==> src/rtl/ps2_pkg.sv <==
// Shared PS/2 definitions: transmitter state encoding, frame width, default timing constants.
package ps2_pkg;

  typedef enum logic [2:0] {
    IDLE  = 3'd0,
    RTS   = 3'd1,
    START = 3'd2,
    DATA  = 3'd3,
    STOP  = 3'd4
  } tx_state_t;

  localparam int FRAME_BITS         = 9;
  localparam int INHIBIT_CYCLES_DEF = 10000;
  localparam int TIMEOUT_CYCLES_DEF = 2000000;

  // Data byte plus odd parity, LSB first on the wire.
  function automatic logic [FRAME_BITS-1:0] make_frame(input logic [7:0] b);
    return {~^b, b};
  endfunction

endpackage

==> src/rtl/ps2_transmit_if.sv <==
// Host-side command handshake of the PS/2 transmitter: start strobe, byte, status and result ticks.
interface ps2_transmit_if;
  logic       wr_ps2;
  logic [7:0] din;
  logic       tx_idle;
  logic       tx_done_tick;
  logic       ack_err_tick;
  logic       timeout_tick;

  modport master (output wr_ps2, din,
                  input  tx_idle, tx_done_tick, ack_err_tick, timeout_tick);
  modport slave  (input  wr_ps2, din,
                  output tx_idle, tx_done_tick, ack_err_tick, timeout_tick);
endinterface

==> src/rtl/ps2_clk_filter.sv <==
// 8-sample debounce of the raw PS/2 clock; filtered level plus a one-cycle fall strobe
// (8-9 clk after the line settles low). Shared with ps2_receive.
module ps2_clk_filter (
  input  logic clk,
  input  logic reset,
  input  logic ps2c_in,
  output logic filtered,
  output logic fall
);

  logic [7:0] sr;
  logic       filt_next;

  always_ff @(posedge clk or posedge reset) begin
    if (reset) begin
      sr       <= 8'h00;
      filtered <= 1'b0;
    end else begin
      sr       <= {ps2c_in, sr[7:1]};
      filtered <= filt_next;
    end
  end

  // Level only moves on a full window of agreeing samples; partial windows hold it.
  always_comb begin
    filt_next = filtered;
    if (sr == 8'hFF)      filt_next = 1'b1;
    else if (sr == 8'h00) filt_next = 1'b0;
  end

  assign fall = filtered & ~filt_next;

endmodule

==> src/rtl/ps2_transmit.sv <==
// Host-to-device PS/2 command transmitter with device-ACK check; ticks are Mealy in the final-edge cycle.
// Optional watchdog on device clock edges when PS2_TX_TIMEOUT_EN is defined.
module ps2_transmit
  import ps2_pkg::*;
#(
  parameter int INHIBIT_CYCLES = INHIBIT_CYCLES_DEF,
  parameter int TIMEOUT_CYCLES = TIMEOUT_CYCLES_DEF
) (
  input  logic                 clk,
  input  logic                 reset,
  input  logic                 ps2c_in,
  input  logic                 ps2d_in,
  ps2_transmit_if.slave        host,
  output logic                 ps2c_oe,
  output logic                 ps2d_oe
);

  localparam int INH_W = (INHIBIT_CYCLES > 1) ? $clog2(INHIBIT_CYCLES) : 1;

  tx_state_t             state, state_next;
  logic [INH_W-1:0]      inh_cnt, inh_next;
  logic [3:0]            n_reg, n_next;
  logic [FRAME_BITS-1:0] frame_reg, frame_next;
  logic                  fall, filt_level_unused;
  logic                  idle_c, done_c, err_c, to_c;
  logic                  active;

  ps2_clk_filter u_filter (
    .clk      (clk),
    .reset    (reset),
    .ps2c_in  (ps2c_in),
    .filtered (filt_level_unused),
    .fall     (fall)
  );

  assign active = (state == START) || (state == DATA) || (state == STOP);

`ifdef PS2_TX_TIMEOUT_EN
  localparam int WD_W = (TIMEOUT_CYCLES > 1) ? $clog2(TIMEOUT_CYCLES) : 1;
  logic [WD_W-1:0] wd_cnt;
  logic            wd_expire;

  always_ff @(posedge clk or posedge reset) begin
    if (reset)                              wd_cnt <= '0;
    else if (state == RTS && inh_cnt == '0) wd_cnt <= WD_W'(TIMEOUT_CYCLES - 1);
    else if (active && fall)                wd_cnt <= WD_W'(TIMEOUT_CYCLES - 1);
    else if (active && wd_cnt != '0)        wd_cnt <= wd_cnt - WD_W'(1);
  end

  // A real edge in the same cycle wins over the watchdog.
  assign wd_expire = active && (wd_cnt == '0) && !fall;
`else
  logic wd_expire, timeout_cfg_unused;
  assign wd_expire          = 1'b0;
  assign timeout_cfg_unused = (TIMEOUT_CYCLES > 0);
`endif

  always_ff @(posedge clk or posedge reset) begin
    if (reset) begin
      state     <= IDLE;
      inh_cnt   <= '0;
      n_reg     <= '0;
      frame_reg <= '0;
    end else begin
      state     <= state_next;
      inh_cnt   <= inh_next;
      n_reg     <= n_next;
      frame_reg <= frame_next;
    end
  end

  always_comb begin
    state_next = state;
    inh_next   = inh_cnt;
    n_next     = n_reg;
    frame_next = frame_reg;
    ps2c_oe    = 1'b0;
    ps2d_oe    = 1'b0;
    idle_c     = 1'b0;
    done_c     = 1'b0;
    err_c      = 1'b0;
    to_c       = 1'b0;
    case (state)
      IDLE: begin
        idle_c = 1'b1;
        if (host.wr_ps2) begin
          frame_next = make_frame(host.din);
          inh_next   = INH_W'(INHIBIT_CYCLES - 1);
          state_next = RTS;
        end
      end
      RTS: begin
        ps2c_oe = 1'b1;
        if (inh_cnt == '0) state_next = START;
        else               inh_next   = inh_cnt - INH_W'(1);
      end
      START: begin
        ps2d_oe = 1'b1;
        if (fall) begin
          n_next     = 4'd8;
          state_next = DATA;
        end
      end
      DATA: begin
        ps2d_oe = ~frame_reg[0];
        if (fall) begin
          if (n_reg == 4'd0) begin
            state_next = STOP;
          end else begin
            frame_next = frame_reg >> 1;
            n_next     = n_reg - 4'd1;
          end
        end
      end
      STOP: begin
        if (fall) begin
          done_c     = ~ps2d_in;
          err_c      = ps2d_in;
          state_next = IDLE;
        end
      end
      default: state_next = IDLE;
    endcase
    if (wd_expire) begin
      ps2c_oe    = 1'b0;
      ps2d_oe    = 1'b0;
      to_c       = 1'b1;
      state_next = IDLE;
    end
  end

  assign host.tx_idle      = idle_c;
  assign host.tx_done_tick = done_c;
  assign host.ack_err_tick = err_c;
  assign host.timeout_tick = to_c;

endmodule
==> src/flat_wrapper.sv <==
// flat-port wrapper written by rule: the top's interface ports become plain ports
module ps2_transmit_flat import ps2_pkg::*;
#(
  parameter int INHIBIT_CYCLES = INHIBIT_CYCLES_DEF,
  parameter int TIMEOUT_CYCLES = TIMEOUT_CYCLES_DEF
)
  (clk, reset, ps2c_in, ps2d_in, ps2c_oe, ps2d_oe, host_wr_ps2, host_din, host_tx_idle, host_tx_done_tick, host_ack_err_tick, host_timeout_tick);
  ps2_transmit_if host_i ();
  input  logic clk;
  input  logic reset;
  input  logic ps2c_in;
  input  logic ps2d_in;
  output logic ps2c_oe;
  output logic ps2d_oe;
  input wire logic [$bits(host_i.wr_ps2)-1:0] host_wr_ps2;
  input wire logic [$bits(host_i.din)-1:0] host_din;
  output wire logic [$bits(host_i.tx_idle)-1:0] host_tx_idle;
  output wire logic [$bits(host_i.tx_done_tick)-1:0] host_tx_done_tick;
  output wire logic [$bits(host_i.ack_err_tick)-1:0] host_ack_err_tick;
  output wire logic [$bits(host_i.timeout_tick)-1:0] host_timeout_tick;
  assign host_i.wr_ps2 = host_wr_ps2;
  assign host_i.din = host_din;
  assign host_tx_idle = host_i.tx_idle;
  assign host_tx_done_tick = host_i.tx_done_tick;
  assign host_ack_err_tick = host_i.ack_err_tick;
  assign host_timeout_tick = host_i.timeout_tick;
  ps2_transmit #(.INHIBIT_CYCLES(INHIBIT_CYCLES), .TIMEOUT_CYCLES(TIMEOUT_CYCLES)) u_core (.clk(clk), .reset(reset), .ps2c_in(ps2c_in), .ps2d_in(ps2d_in), .host(host_i), .ps2c_oe(ps2c_oe), .ps2d_oe(ps2d_oe));
endmodule
==> config.mk <==
export PLATFORM = sky130hd
export DESIGN_NAME = ps2_transmit_flat
export DESIGN_NICKNAME = d
export VERILOG_FILES = /design/src/rtl/ps2_pkg.sv /design/src/rtl/ps2_transmit_if.sv /design/src/rtl/ps2_clk_filter.sv /design/src/rtl/ps2_transmit.sv /design/src/flat_wrapper.sv
export SDC_FILE = /design/constraint.sdc
export NUM_CORES = 1
export LEC_CHECK = 0
export ABC_AREA = 1
export CAP_MARGIN = 10
export CORE_MARGIN = 4
export CORE_UTILIZATION = 60
export CTS_BUF_LIST = sky130_fd_sc_hd__clkbuf_8
export DETAILED_ROUTE_END_ITERATION = 7
export PLACE_DENSITY = 0.83
export SLEW_MARGIN = 20
export SYNTH_ARGS = -nofsm -noshare
export SYNTH_HDL_FRONTEND = slang
export SYNTH_SLANG_ARGS = --single-unit
==> constraint.sdc <==
create_clock -name clk -period 2.7 [get_ports clk]
set_clock_uncertainty 0.2 [all_clocks]
set_input_delay 0.54 -clock clk [delete_from_list [all_inputs] [get_ports clk]]
set_output_delay 0.54 -clock clk [all_outputs]
set_load 0.05 [all_outputs]
* Word-level counts from Yosys, hierarchy flattened
Cells that the tools add are included. W data, S select, Z words.
Operators by class: bitwise operators 4, div/mod/pow operators 0, multiply operators 0, reductions and logical operators 12, mux-type cells 27, magnitude comparators 0, shift-type cells 0, add/sub/neg operators 2, equal/unequal tests 13
Operators by type and width (number):
- $mux W14 | 2
- $pmux W14 S2 | 1
- $mux W9 | 3
- $mux W3 | 6
- $pmux W9 S2 | 1
- $pmux W3 S5 | 1
- $logic_not A14 Y1 | 1
- $sub A14 B1 Y14 const B | 1
- $mux W4 | 3
- $eq A8 B8 Y1 const B | 1
- $logic_not A8 Y1 | 1
- $mux W1 | 8
- $ne A2 B1 Y1 const B | 4
- $ne A2 B2 Y1 const B | 4
- $pmux W4 S2 | 1
- $reduce_and A4 Y1 | 2
- $reduce_xnor A8 Y1 | 1
- $eq A3 B2 Y1 const B | 2
- $reduce_and A6 Y1 | 1
- $reduce_bool A2 Y1 | 3
- $logic_not A4 Y1 | 1
- $sub A4 B1 Y4 const B | 1
- $eq A3 B1 Y1 const B | 1
- $eq A3 B3 Y1 const B | 1
- other kinds (5) | 7
Storage, ports and cells: input port bits 13, output and inout bits 6, bits in registers 39, bits in writable memories 0, memories kept 0, bits in latches 0, ROM bits 0, logic and storage cells 64

* Depth between registers and ports, before layout
Gate-level depths: netlist of the first run.
depth after elaboration 7, depth in mapped cells 10

* Hierarchy
A second synthesis of the first run with hierarchy kept.
Second synthesis, totals: cell total of the unflattened synthesis 319, area total of the unflattened synthesis 2403.6 µm²
By module, submodules not included:
- ps2_transmit | cells an instance 291, area each 2104.5 µm², instances 1
- ps2_clk_filter | cells an instance 28, area each 299.0 µm², instances 1

* Least setup slack after synthesis of the first run
OpenSTA, ideal clock, no wires.
kind flip-flop to output port, from register u_core.state[2], to output ps2d_oe, buffers on the path 1, data arrival time 2.041 ns, cell stages (with the launch flop) 7, setup slack -0.081 ns, path through dfrtp_1 > inv_1 > nand2_2 > nor2_4 > inv_2 > buf_2 > o21ai_0
On the way: longest elaborated chain between the ends 2, elaborated cells between the ends (all ways) 3, those cells by class eq/ne: 2; mux: 1
RTL lines:
- from (decl) | RTL line ps2_transmit.sv:20 | tx_state_t state, state_next;
- from (signal assigned) | RTL line ps2_transmit.sv:65 | state <= state_next;
- $eq A3 B2 Y1
- $pmux W1 S2 (*) | RTL line ps2_transmit.sv:83 | case (state)
- to (decl) | RTL line flat_wrapper.sv:14 | output logic ps2d_oe;
Every way passes the cells marked *; elsewhere a longest branch is shown, timed or not.

* Worst setup path after layout of the first run
from register u_core.state[0], to output ps2d_oe
The elaborated chain is that of the path after synthesis.

==> qor.yml, run 1 <==
vdd_drop_max_mv: 0.433
vias: 1945
startpoint: "u_core.state[0]"
post_cts_buffers: 0
ff_latch_area_um2: 976
dieHeight_um: 69.4
cts_tree: "done"
status: "finished clean"
p_per_area_nw_per_um2: 583
numCtsBuffers: 5
clockBufferDepth: 2
layout-drive-gt1-share_pct: 8.31
ys_types: 27
yosys_warnings: 0
gp_congestion: 0.786
htreeDepth: 2
slew_headroom_pct: 64.8
core_region_area_um2: 3660
largest_reg_flops: 14
fin_crit_sh_pct: 91.0
wl_per_cell_um: 12.2
clk_latency_ns: 0.30
fin_crit_ns: 2.46
setup_viol: 0
max_freq_mhz: 407
critPathRequiredTime_ns: 1.96
die-area_um2: 4820
layout.nets: 341
layout.cells.non_filler: 373
antennaDiodeCount: 0
cts_root_buf: "clkbuf_8"
drt-vias-per-instance: 5.21
grt_pass1_wl_mm: 7.85
nFillCells: 290
setup_ws_ns: 0.242
dr.pass1.iters: 4
drc: 0
fin_util_pct: 71.5
final_hold_viol_count: 0
postCtsHoldBufs: 0
maxCapViolCount: 0
antenna_found_initial: 0
drt-initial-drc-count: 178
worst_pin_slew_ns: 0.527
chipWidth_um: 69.4
arrival_ns: 1.72
portBuffers: 17
tns_ns: 0
reg2reg_depth: 8
rows: 22
synthCells: 304
multi_input_area_um2: 1080
p_leak_nw: 1.32
syn_area_per_cell_um2: 7.44
yosys_register_bits: 39
rsz0062_at_grt: "false"
power_mw: 1.53
cts_sinks: 39
holdWs_ns: 0.204
synthesis.area_um2: 2260
detail-route-antenna-nets: 0
dp.cells: 365
grt_overflow: 0
post-place-ws_ns: 0.383
cp_max_fo: 4
hp-class: "register to register"
initial_core_util_pct: 61.8
synth.net_count: 321
syn2layout_area_growth_pct: 15.8
timing_worst_setup_path_type: "register to output port"
design_area_um2: 2620
critPathCapture: "ps2d_oe"
dpl_cell_area_um2: 2480
drv_slew: 0
start_kind: "register"
routed_wl_mm: 4.57
reg2reg_slack_ns: 0.80
io_pins: 19
grt_max_degree: 40
grt_util_all_layers_pct: 19.9
hpwl_mm: 3.26
worst_setup_path_end_kind: "output port"
r2r_start: "u_core.state[2]"
clk_pin_slew_worst_paths_ns: 0.08
cts-resized-gates: 1
grt_pass1_vias: 1852
yosysSeqAreaShare_pct: 43.1
r2r_end: "u_core.inh_cnt[2]"
[cell usage in the layout (no fill, tap or decap), drive strengths merged, types with 2 or more instances in the layout]
cell type,count
a21oi,3
buf,6
bufinv,2
clkbuf,5
clkdlybuf4s50,12
dfrtp,39
ha,4
inv,42
nand2,92
nand3,17
nand4,9
nor2,38
nor3,2
o211ai,2
o21ai,37
xnor2,7
xor2,3
[cells by family after synthesis]
family | share of synthesized area, %
other cells | 0.166
flops | 43.1
compound gates | 10.4
fa+ha+maj | 2.21
buf+inv | 9.24
xor+xnor | 3.87
simple gates | 31.0
[report_power, final]
group          leakage [nW]  internal (mW)  switching, mW  total [mW]
logic                 0.785         0.0965          0.160       0.256
registers             0.476          0.646         0.0391       0.685
clock network        0.0644          0.369          0.217       0.585
total                  1.32           1.11          0.415        1.53
[cell usage after synthesis]
cell       count  area, µm²
nand2_1       87        327
inv_1         41        154
dfrtp_1       39        976
nor2_1        34        128
o21ai_0       32        160
nand3_1       16       80.1
nand4_1        9       56.3
xnor2_1        7       61.3
ha_1           4       50.1
o21ai_1        4       20.0
a21oi_1        3       15.0
buf_6          3       33.8
nand2_2        3       18.8
xor2_1         3       26.3
buf_2          2       10.0
nand2_4        2       22.5
nor2_2         2       12.5
nor2_4         2       22.5
nor3_1         2       10.0
o211ai_1       2       15.0
buf_4          1       7.51
conb_1         1       3.75
inv_2          1       3.75
nand3_4        1       17.5
o2111ai_1      1       8.76
o21ai_4        1       16.3
or2_2          1       6.26
[layout make-up]
cell class                      instances  share of cell area (%)
Multi-Input combinational cell        217                    41.1
Timing Repair Buffer                   19                    8.07
Clock inverter                          3                    2.58
Tap cell                               48                    2.29
Clock buffer                            5                    2.63
Sequential cell                        39                    37.3
Inverter                               42                    6.02
[worst min path at each step]
stage,startpoint,end,cells past startpoint
2_1_floorplan,u_core.u_filter.sr[1],u_core.u_filter.sr[0],0
3_3_place_gp,u_core.u_filter.sr[1],u_core.u_filter.sr[0],0
3_5_place_dp,u_core.u_filter.sr[6],u_core.u_filter.sr[5],0
4_1_cts,u_core.u_filter.sr[4],u_core.u_filter.sr[3],0
5_1_grt,u_core.u_filter.sr[1],u_core.u_filter.sr[0],0
6_report,u_core.u_filter.sr[4],u_core.u_filter.sr[3],0
[worst max-delay path: stages (launching register included)]
cell and delay (ns):
dfrtp_1 0.42, nor2_1 0.20, inv_1 0.09, nor2_1 0.27, inv_1 0.11, o21ai_1 0.11
buf_4 0.22
[routing by layer]
metal  routed length (µm)  track usage (%)  vias up  part of all wire, %
li1                     -                -      997                    -
met3                  182             5.22       16                  4.0
met1                 2060             24.3      893                   45
met5                    0                0        -                    0
met2                 2180             32.2       39                   48
met4                  144             10.2        0                  3.2
Power figures use the tool's default switching activity.
==> run 2: changes to the inputs <==
CORE_MARGIN = 5   (was 4)
clock period = 2.6 ns   (was 2.7 ns; I/O delays follow)
==> run 2 against run 1 <==
Against the previous run: sequential power up 3.9%; cell count unchanged; combinational power up 4%; via count down 0.87%; clock power down 31%; cell area down 1.4%; core utilization down 0.99 points; critical path type unchanged; largest cell class unchanged; highest routed layer unchanged.
==> qor.yml, run 2 (synthesis results as in run 1) <==
initial_core_util_pct: 61.8  # unchanged
cp_max_fo: 19  # +15
layout-drive-gt1-share_pct: 8.92  # +0.62 points
postCtsHoldBufs: 0  # unchanged
switching_share_pct: 30.8  # +3.6 points
whs_path_depth: 0  # unchanged
post-place-ws_ns: 0.448  # +0.0650 ns
post_cts_buffers: 0  # unchanged
max_freq_mhz: 418
fin_crit_sh_pct: 92.0
wl_per_cell_um: 11.5  # -5.7%
dr.pass1.iters: 4  # unchanged
setup_ws_ns: 0.208  # -0.0347 ns
grt_overflow: 0  # unchanged
status: "finished clean"
p_per_area_nw_per_um2: 534  # -8.3%
setup_viol: 0  # unchanged
antennaDiodeCount: 0  # unchanged
power.internal_uw: 955  # -14%
cts_tree: "done"
reg2reg_depth: 9  # +1
clk_latency_ns: 0.30  # about the same
p_seq_share_pct: 51.6  # +6.7 points
final_common_cell: "nand2_1"
gp_congestion: 0.832  # +5.8%
hpwl_mm: 3.14  # -3.5%
clk_pin_slew_worst_paths_ns: 0.08  # about the same
r2r_end: "u_core.inh_cnt[6]"
power_frac_clock_pct: 29.2  # -9.1 points
layout.nets: 341  # unchanged
grt_pass1_wl_mm: 7.80  # -0.70%
drt-initial-drc-count: 130  # -27%
hp-class: "register to register"
drv_slew: 0  # unchanged
fin_crit_ns: 2.39
htreeDepth: 2  # unchanged
critPathRequiredTime_ns: 1.88  # -0.08 ns
reg2reg_slack_ns: 0.85  # +0.05 ns
combPwrFrac_pct: 19.2  # +2.4 points
start_kind: "register"
io_pins: 19  # unchanged
dpl_cell_area_um2: 2500  # +0.60%
vdd_drop_max_mv: 0.367  # -15%
switchingPower_uw: 425  # +2.2%
drt-vias-per-instance: 5.17  # -0.87%
syn2layout_area_growth_pct: 14.2
tns_ns: 0  # unchanged
rsz0062_at_grt: "false"
final_hold_viol_count: 0  # unchanged
r2r_start: "u_core.inh_cnt[0]"
dieHeight_um: 71.4  # +2.9%
design_area_um2: 2580  # -1.4%
final_cell_mix: "nand2_1 (87), inv_1 (41), dfrtp_1 (39), nor2_1 (34), o21ai_0 (31)"
timing_worst_setup_path_type: "register to output port"
maxCapViolCount: 0  # unchanged
chipWidth_um: 71.4  # +2.9%
vias: 1928  # -0.87%
routed_wl_mm: 4.31  # -5.7%
arrival_ns: 1.67  # -0.05 ns
p_leak_nw: 1.31  # -1.1%
cts-resized-gates: 0  # -1
drc: 0  # unchanged
worst_setup_path_end_kind: "output port"
rows: 22  # unchanged
core_region_area_um2: 3660  # unchanged
cts_sinks: 39  # unchanged
detail-route-antenna-nets: 0  # unchanged
grt_max_degree: 40  # unchanged
portBuffers: 17  # unchanged
multi_input_area_um2: 1080  # +0.47%
largest_reg_flops: 14  # unchanged
nFillCells: 277  # -4.5%
grt_util_all_layers_pct: 19.0  # -0.86 points
grt_pass1_vias: 1822  # -1.6%
cts_root_buf: "clkbuf_8"
min_from: "u_core.u_filter.sr[6]"
clockBufferDepth: 2  # unchanged
die-area_um2: 5100  # +5.8%
antenna_found_initial: 0  # unchanged
ff_latch_area_um2: 976  # unchanged
holdPathEnd: "u_core.u_filter.sr[5]"
numCtsBuffers: 5  # unchanged
==> run 2: cell count changes in the layout (fill, tap and decap cells not counted) <==
cell           before  now
clkinv_2            0    3
bufinv_16           2    0
buf_12              3    4
clkinvlp_4          1    0
dlygate4sd2_1       1    0
nor3_1              2    1
nor3_2              0    1
==> run 2: worst max-delay path, cell delays in order, from the launching register on <==
cell     delay, ns
dfrtp_1       0.41
inv_1         0.08
nand2_2       0.07
nor2_4        0.22
inv_2         0.18
o21ai_1       0.25
buf_12        0.17
==> run 2: layout make-up <==
cell class                      count  area share, %
Inverter                           42           6.10
Timing Repair Buffer               19           8.62
Multi-Input combinational cell    217           41.9
Clock buffer                        5           2.66
Sequential cell                    39           37.8
Clock inverter                      3          0.581
Tap cell                           48           2.33
==> run 2: worst max path at each step <==
stage,startpoint,to
floorplan,u_core.state[2],ps2d_oe
global placement,ps2d_in,host_ack_err_tick
detailed placement,ps2d_in,host_ack_err_tick
CTS,u_core.state[2],ps2d_oe
global route,u_core.state[2],ps2d_oe
finish,u_core.state[2],ps2d_oe
==> run 2: stage by stage <==
| stage | instances | power [mW] | util, % | hold slack, ns |
|---|---|---|---|---|
| detailed placement | 365 | 0.987 | 68.3 | 0.185 |
| CTS | 373 | 1.39 | 70.5 | 0.207 |
| global route | 373 | 1.47 | 70.5 | 0.221 |
| global placement | 365 | 0.978 | 68.3 | 0.181 |
| floorplan | 304 | 0.918 | - | 0.174 |
| finish | 373 | 1.38 | 70.5 | 0.205 |
==> run 2: routing by layer <==
layer / global-route usage [%] / vias to the layer above / share of wire (%)
met5: 0 / - / 0
met4: 8.98 / 0 / 2.0
met3: 3.51 / 9 / 3.3
met2: 31.9 / 26 / 48
met1: 23.6 / 896 / 47
li1: - / 997 / -
==> run 2: power by group through the flow <==
stage / clock [mW] / combinational (mW) / sequential [mW]
finish: 0.403 / 0.265 / 0.712
global route: 0.441 / 0.310 / 0.722
CTS: 0.414 / 0.266 / 0.712
detailed placement: 0 / 0.263 / 0.724
global placement: 0 / 0.257 / 0.721
floorplan: 0 / 0.205 / 0.713
